## src/rtl/piso_pkg.sv

```systemverilog
// Shared types and helpers for the parallel-in, serial-out transmitter.
package piso_pkg;

    typedef enum logic {
        IDLE  = 1'b0,
        SHIFT = 1'b1
    } state_e;

    localparam bit IDLE_LEVEL_DEFAULT = 1'b0;

    // Bit-counter width for a frame of the given length (at least one bit).
    function automatic int unsigned cnt_width(input int unsigned width);
        if (width <= 32'd2) begin
            return 32'd1;
        end
        return 32'($clog2(width));
    endfunction

endpackage

```

## src/rtl/piso_shreg.sv

```systemverilog
// Loadable shift register; head_o is the next bit to leave in the chosen order.
module piso_shreg
    import piso_pkg::*;
#(
    parameter int unsigned WIDTH     = 8,
    parameter bit          MSB_FIRST = 1'b1
) (
    input  logic             clk,
    input  logic             rs,
    input  logic             load_i,
    input  logic [WIDTH-1:0] d_i,
    input  logic             shift_i,
    output logic             head_o
);

    logic [WIDTH-1:0] q_q;
    logic [WIDTH-1:0] q_d;

    always_comb begin
        q_d = q_q;
        if (load_i) begin
            q_d = d_i;
        end else if (shift_i) begin
            // Vacated positions fill with zero so stale bits are never resent.
            q_d = MSB_FIRST ? {q_q[WIDTH-2:0], 1'b0} : {1'b0, q_q[WIDTH-1:1]};
        end
    end

    always_ff @(posedge clk) begin
        if (rs) begin
            q_q <= '0;
        end else begin
            q_q <= q_d;
        end
    end

    assign head_o = MSB_FIRST ? q_q[WIDTH-1] : q_q[0];

endmodule

```

## src/rtl/piso_serial_tx.sv

```systemverilog
// Parallel-in, serial-out transmitter with valid/ready load and frame strobes.
module piso_serial_tx
    import piso_pkg::*;
#(
    parameter int unsigned WIDTH      = 8,
    parameter bit          MSB_FIRST  = 1'b1,
    parameter bit          IDLE_LEVEL = IDLE_LEVEL_DEFAULT
) (
    input  logic             clk,
    input  logic             rs,
    input  logic             load_valid,
    output logic             load_ready,
    input  logic [WIDTH-1:0] load_data,
    output logic             sout,
    output logic             sout_valid,
    output logic             frame_start,
    output logic             frame_end,
    output logic             busy
);

    localparam int unsigned   CW       = cnt_width(WIDTH);
    localparam logic [CW-1:0] LAST     = CW'(WIDTH - 1);
    localparam logic [CW-1:0] PRE_LAST = CW'(WIDTH - 2);

    state_e        state_q, state_d;
    logic [CW-1:0] cnt_q, cnt_d;
    logic          sout_q, sout_d;
    logic          sout_valid_q, sout_valid_d;
    logic          frame_start_q, frame_start_d;
    logic          frame_end_q, frame_end_d;

    logic             handshake;
    logic             sh_load;
    logic             sh_shift;
    logic             sh_head;
    logic             data_head;
    logic [WIDTH-1:0] data_rest;

    assign load_ready = ~rs & ((state_q == IDLE) | ((state_q == SHIFT) & (cnt_q == LAST)));
    assign handshake  = load_valid & load_ready;

    // The first bit goes straight to sout; the register keeps the remainder.
    assign data_head = MSB_FIRST ? load_data[WIDTH-1] : load_data[0];
    assign data_rest = MSB_FIRST ? {load_data[WIDTH-2:0], 1'b0} : {1'b0, load_data[WIDTH-1:1]};

    piso_shreg #(
        .WIDTH    (WIDTH),
        .MSB_FIRST(MSB_FIRST)
    ) u_shreg (
        .clk    (clk),
        .rs     (rs),
        .load_i (sh_load),
        .d_i    (data_rest),
        .shift_i(sh_shift),
        .head_o (sh_head)
    );

    always_comb begin
        state_d       = state_q;
        cnt_d         = cnt_q;
        sout_d        = IDLE_LEVEL;
        sout_valid_d  = 1'b0;
        frame_start_d = 1'b0;
        frame_end_d   = 1'b0;
        sh_load       = 1'b0;
        sh_shift      = 1'b0;

        // A handshake only happens in IDLE or on the last bit, so it always opens a frame.
        if (handshake) begin
            state_d       = SHIFT;
            cnt_d         = '0;
            sh_load       = 1'b1;
            sout_d        = data_head;
            sout_valid_d  = 1'b1;
            frame_start_d = 1'b1;
        end else begin
            case (state_q)
                SHIFT: begin
                    if (cnt_q == LAST) begin
                        state_d = IDLE;
                        cnt_d   = '0;
                    end else begin
                        cnt_d        = cnt_q + CW'(1);
                        sh_shift     = 1'b1;
                        sout_d       = sh_head;
                        sout_valid_d = 1'b1;
                        frame_end_d  = (cnt_q == PRE_LAST);
                    end
                end
                default: state_d = IDLE;
            endcase
        end
    end

    always_ff @(posedge clk) begin
        if (rs) begin
            state_q       <= IDLE;
            cnt_q         <= '0;
            sout_q        <= IDLE_LEVEL;
            sout_valid_q  <= 1'b0;
            frame_start_q <= 1'b0;
            frame_end_q   <= 1'b0;
        end else begin
            state_q       <= state_d;
            cnt_q         <= cnt_d;
            sout_q        <= sout_d;
            sout_valid_q  <= sout_valid_d;
            frame_start_q <= frame_start_d;
            frame_end_q   <= frame_end_d;
        end
    end

    assign sout        = sout_q;
    assign sout_valid  = sout_valid_q;
    assign frame_start = frame_start_q;
    assign frame_end   = frame_end_q;
    assign busy        = sout_valid_q;

endmodule

```

## config.mk

```make
export PLATFORM = sky130hd
export DESIGN_NAME = piso_serial_tx
export DESIGN_NICKNAME = d
export VERILOG_FILES = /design/src/rtl/piso_pkg.sv /design/src/rtl/piso_shreg.sv /design/src/rtl/piso_serial_tx.sv
export SDC_FILE = /design/constraint.sdc
export NUM_CORES = 1
export LEC_CHECK = 0
export ABC_CLOCK_PERIOD_IN_PS = 5700
export CAP_MARGIN = 25
export CORE_MARGIN = 3
export CORE_UTILIZATION = 45
export DETAILED_ROUTE_END_ITERATION = 8
export PLACE_DENSITY = 0.83
export SKIP_CTS_REPAIR_TIMING = 1
export SLEW_MARGIN = 20
export SYNTH_ARGS = -nofsm -noshare
export SYNTH_HDL_FRONTEND = slang
export SYNTH_HIERARCHICAL = 1
export SYNTH_SLANG_ARGS = --single-unit
```

## constraint.sdc

```tcl
create_clock -name clk -period 5.7 [get_ports clk]
set_clock_uncertainty 0.05 [all_clocks]
set_input_delay 0.855 -clock clk [delete_from_list [all_inputs] [get_ports clk]]
set_output_delay 0.855 -clock clk [all_outputs]
set_load 0.03 [all_outputs]
```

==> qor.yml <==
syn_to_final_growth_pct: 24.9
drt_pass1_iterations: 5
path_common_cell: "clkdlybuf4s50_1"
grt_pass1_vias: 533
layout_common_cells: "16 x clkdlybuf4s50_1, 15 x dfxtp_1, 8 x nor2_1"
synth_cell_type_count: 22
outcome: "finished clean"
path_delay_family: "buffers and inverters"
post_drt_via_cell_ratio: 5.20
synth.top_cells.by_area: "dfxtp_1 44%, mux2i_1 10%, a211oi_1 7.6%"
multi_input_area_um2: 348
relSlewSlack_pct: 64.0
setup-violations-final: 0
synth_nets: 86
finalWirelength_um: 1270
max-vdd-ir-drop_mv: 0.155
slew_violations: 0
wire_per_inst_um: 12.3
antenna_found_initial: 0
clock_latency_ps: 270
hp-class: "reg2reg"
dp_hpwl_um: 905
cts_root_buf: "clkbuf_4"
chipWidth_um: 45.1
ctsHtreeMaxLevel: 1
yosysTopAreaCell: "dfxtp_1"
seq_area_frac_synth_pct: 43.6
insertedDiodeCount: 0
place_congestion: 0.668
top_layer_used: "met3"
synthCells: 72
wl_met1_um: 555
tns_ps: 0
cp-start-kind: "input port"
power_leakage_nw: 0.328
avgSynthCellArea_um2: 9.58
dp_worst_setup_slack_ps: 2310
cap_viol_max_count: 0
max_freq_ghz: 0.296
hold_viol_final: 0
route.met2.wl_um: 642
hold-worst-slack_ps: 415
synth_top_area_share_pct: 43.6
cp_data_required_time_ps: 4800
num_rows: 13
worst_pin_slew_ps: 539
ant_nets: 0
worst-setup-path-type: "in2out"
num-nets-final: 103
grt_max_degree: 16
wl_met3_um: 71
layout-drive-gt1-share_pct: 5.68
cts_sinks: 15
min_period_over_period_pct: 59.3
path_clk_slew_ps: 90
worstPathArrival_ps: 2480
track_usage_pct: 15.0
clockBufferDepth: 2
pwr_density_cell_nw_per_um2: 242
cts_tree: "yes"
core_area_um2: 1370
synthesis.area_um2: 689
start_util_pct: 50.5
setup_ws_ps: 2320
yosys_warnings: 6
num_vias: 536
die_area_um2: 2040
cp_cell_sequence: "clkdlybuf4s50_1 > nor2_2 > clkdlybuf4s50_1"
final.min_clock_period_ps: 3380
io_pins: 17
drt_iter0_drc: 5
worstPathMaxFanout: 15
numCtsBuffers: 3
max_stage_delay_ps: 690
drc: 0
seqCellArea_um2: 300
fill_cells: 126
overflow: 0
ys_ff_latch: 15
layout_commonest_cell: "clkdlybuf4s50_1"
portBuffers: 16
grt_pass1_wl_um: 2260
critPathSlowestCell: "clkdlybuf4s50_1"
end_kind: "output pin"
die-height_um: 45.1
crit_buf_inv: 2
rsz0062_at_grt: "false"
==> tightest hold or removal path, stage by stage, from the launching register on <==
cell     delay [ps]
dfxtp_1         320
nand2_1          50
a21oi_1          50
==> per-stage QoR <==
stage          instances  util [%]  cell area [µm²]  power (mW)
2_1_floorplan         72         -              689       0.139
4_1_cts              103      63.0              861       0.211
3_3_place_gp          99      61.1              835       0.151
3_5_place_dp          99      61.1              835       0.152
6_report             103      63.0              861       0.208
5_1_grt              103      63.0              861       0.218
==> flip-flops by register name, indices dropped and copies added (netlist names) <==
signal	cells
cnt_q	3
sout	1
frame_end	1
frame_start	1
u_shreg/q_q	8
busy	1
==> report_power, final <==
part           leakage [nW]  switching [mW]  total (mW)  internal (mW)
clock                0.0150          0.0316      0.0587         0.0271
combinational         0.190          0.0169      0.0351         0.0182
sequential            0.123         0.00403       0.115          0.111
total                 0.328          0.0526       0.208          0.156
==> synth_stat cells <==
master,instances
ha_1,3
buf_2,1
and2_1,2
buf_6,1
a21oi_1,5
or3b_1,1
mux2i_1,7
buf_4,1
dfxtp_1,15
and2b_4,1
clkdlybuf4s18_2,1
a211oi_1,7
nor3b_1,2
nand3b_1,1
conb_1,1
inv_1,2
nor2_2,1
nand3_1,1
nor2_1,8
nor2b_1,7
nand2_1,3
a32oi_1,1
==> final cells by class <==
cell class	instances	area share [%]
repair buffers	16	18.6
well taps	15	2.18
multi-input cells	51	40.4
flip-flops and latches	15	34.9
clock buffers	4	3.05
inverters	2	0.872
==> path summary, 6_finish.rpt <==
check | from | end | slack (ps) | cells past startpoint
worst max-delay path | rs | load_ready | 2320 | 3
worst min-delay path | u_shreg/q_q[7] | sout | 410 | 2
worst max register to register | cnt_q[0] | u_shreg/q_q[0] | 3520 | 7
worst min register to register | u_shreg/q_q[7] | sout | 410 | 2
==> cell families after synthesis <==
family                   after synthesis  share of synthesized area (%)
AO/OA/AOI/OAI                         13                           12.5
adder cells (fa/ha/maj)                3                           5.45
buffers and inverters                  6                           5.99
flip-flops                            15                           43.6
multiplexers                           7                           10.2
other                                  1                          0.544
AND/OR/NAND/NOR                       27                           21.8
==> metal layers <==
layer	global-route usage, %	vias to the layer above
met3	3.59	0
met4	5.26	0
met1	18.8	242
met2	24.9	17
li1	-	277
met5	0	-
Power figures use the tool's default switching activity.
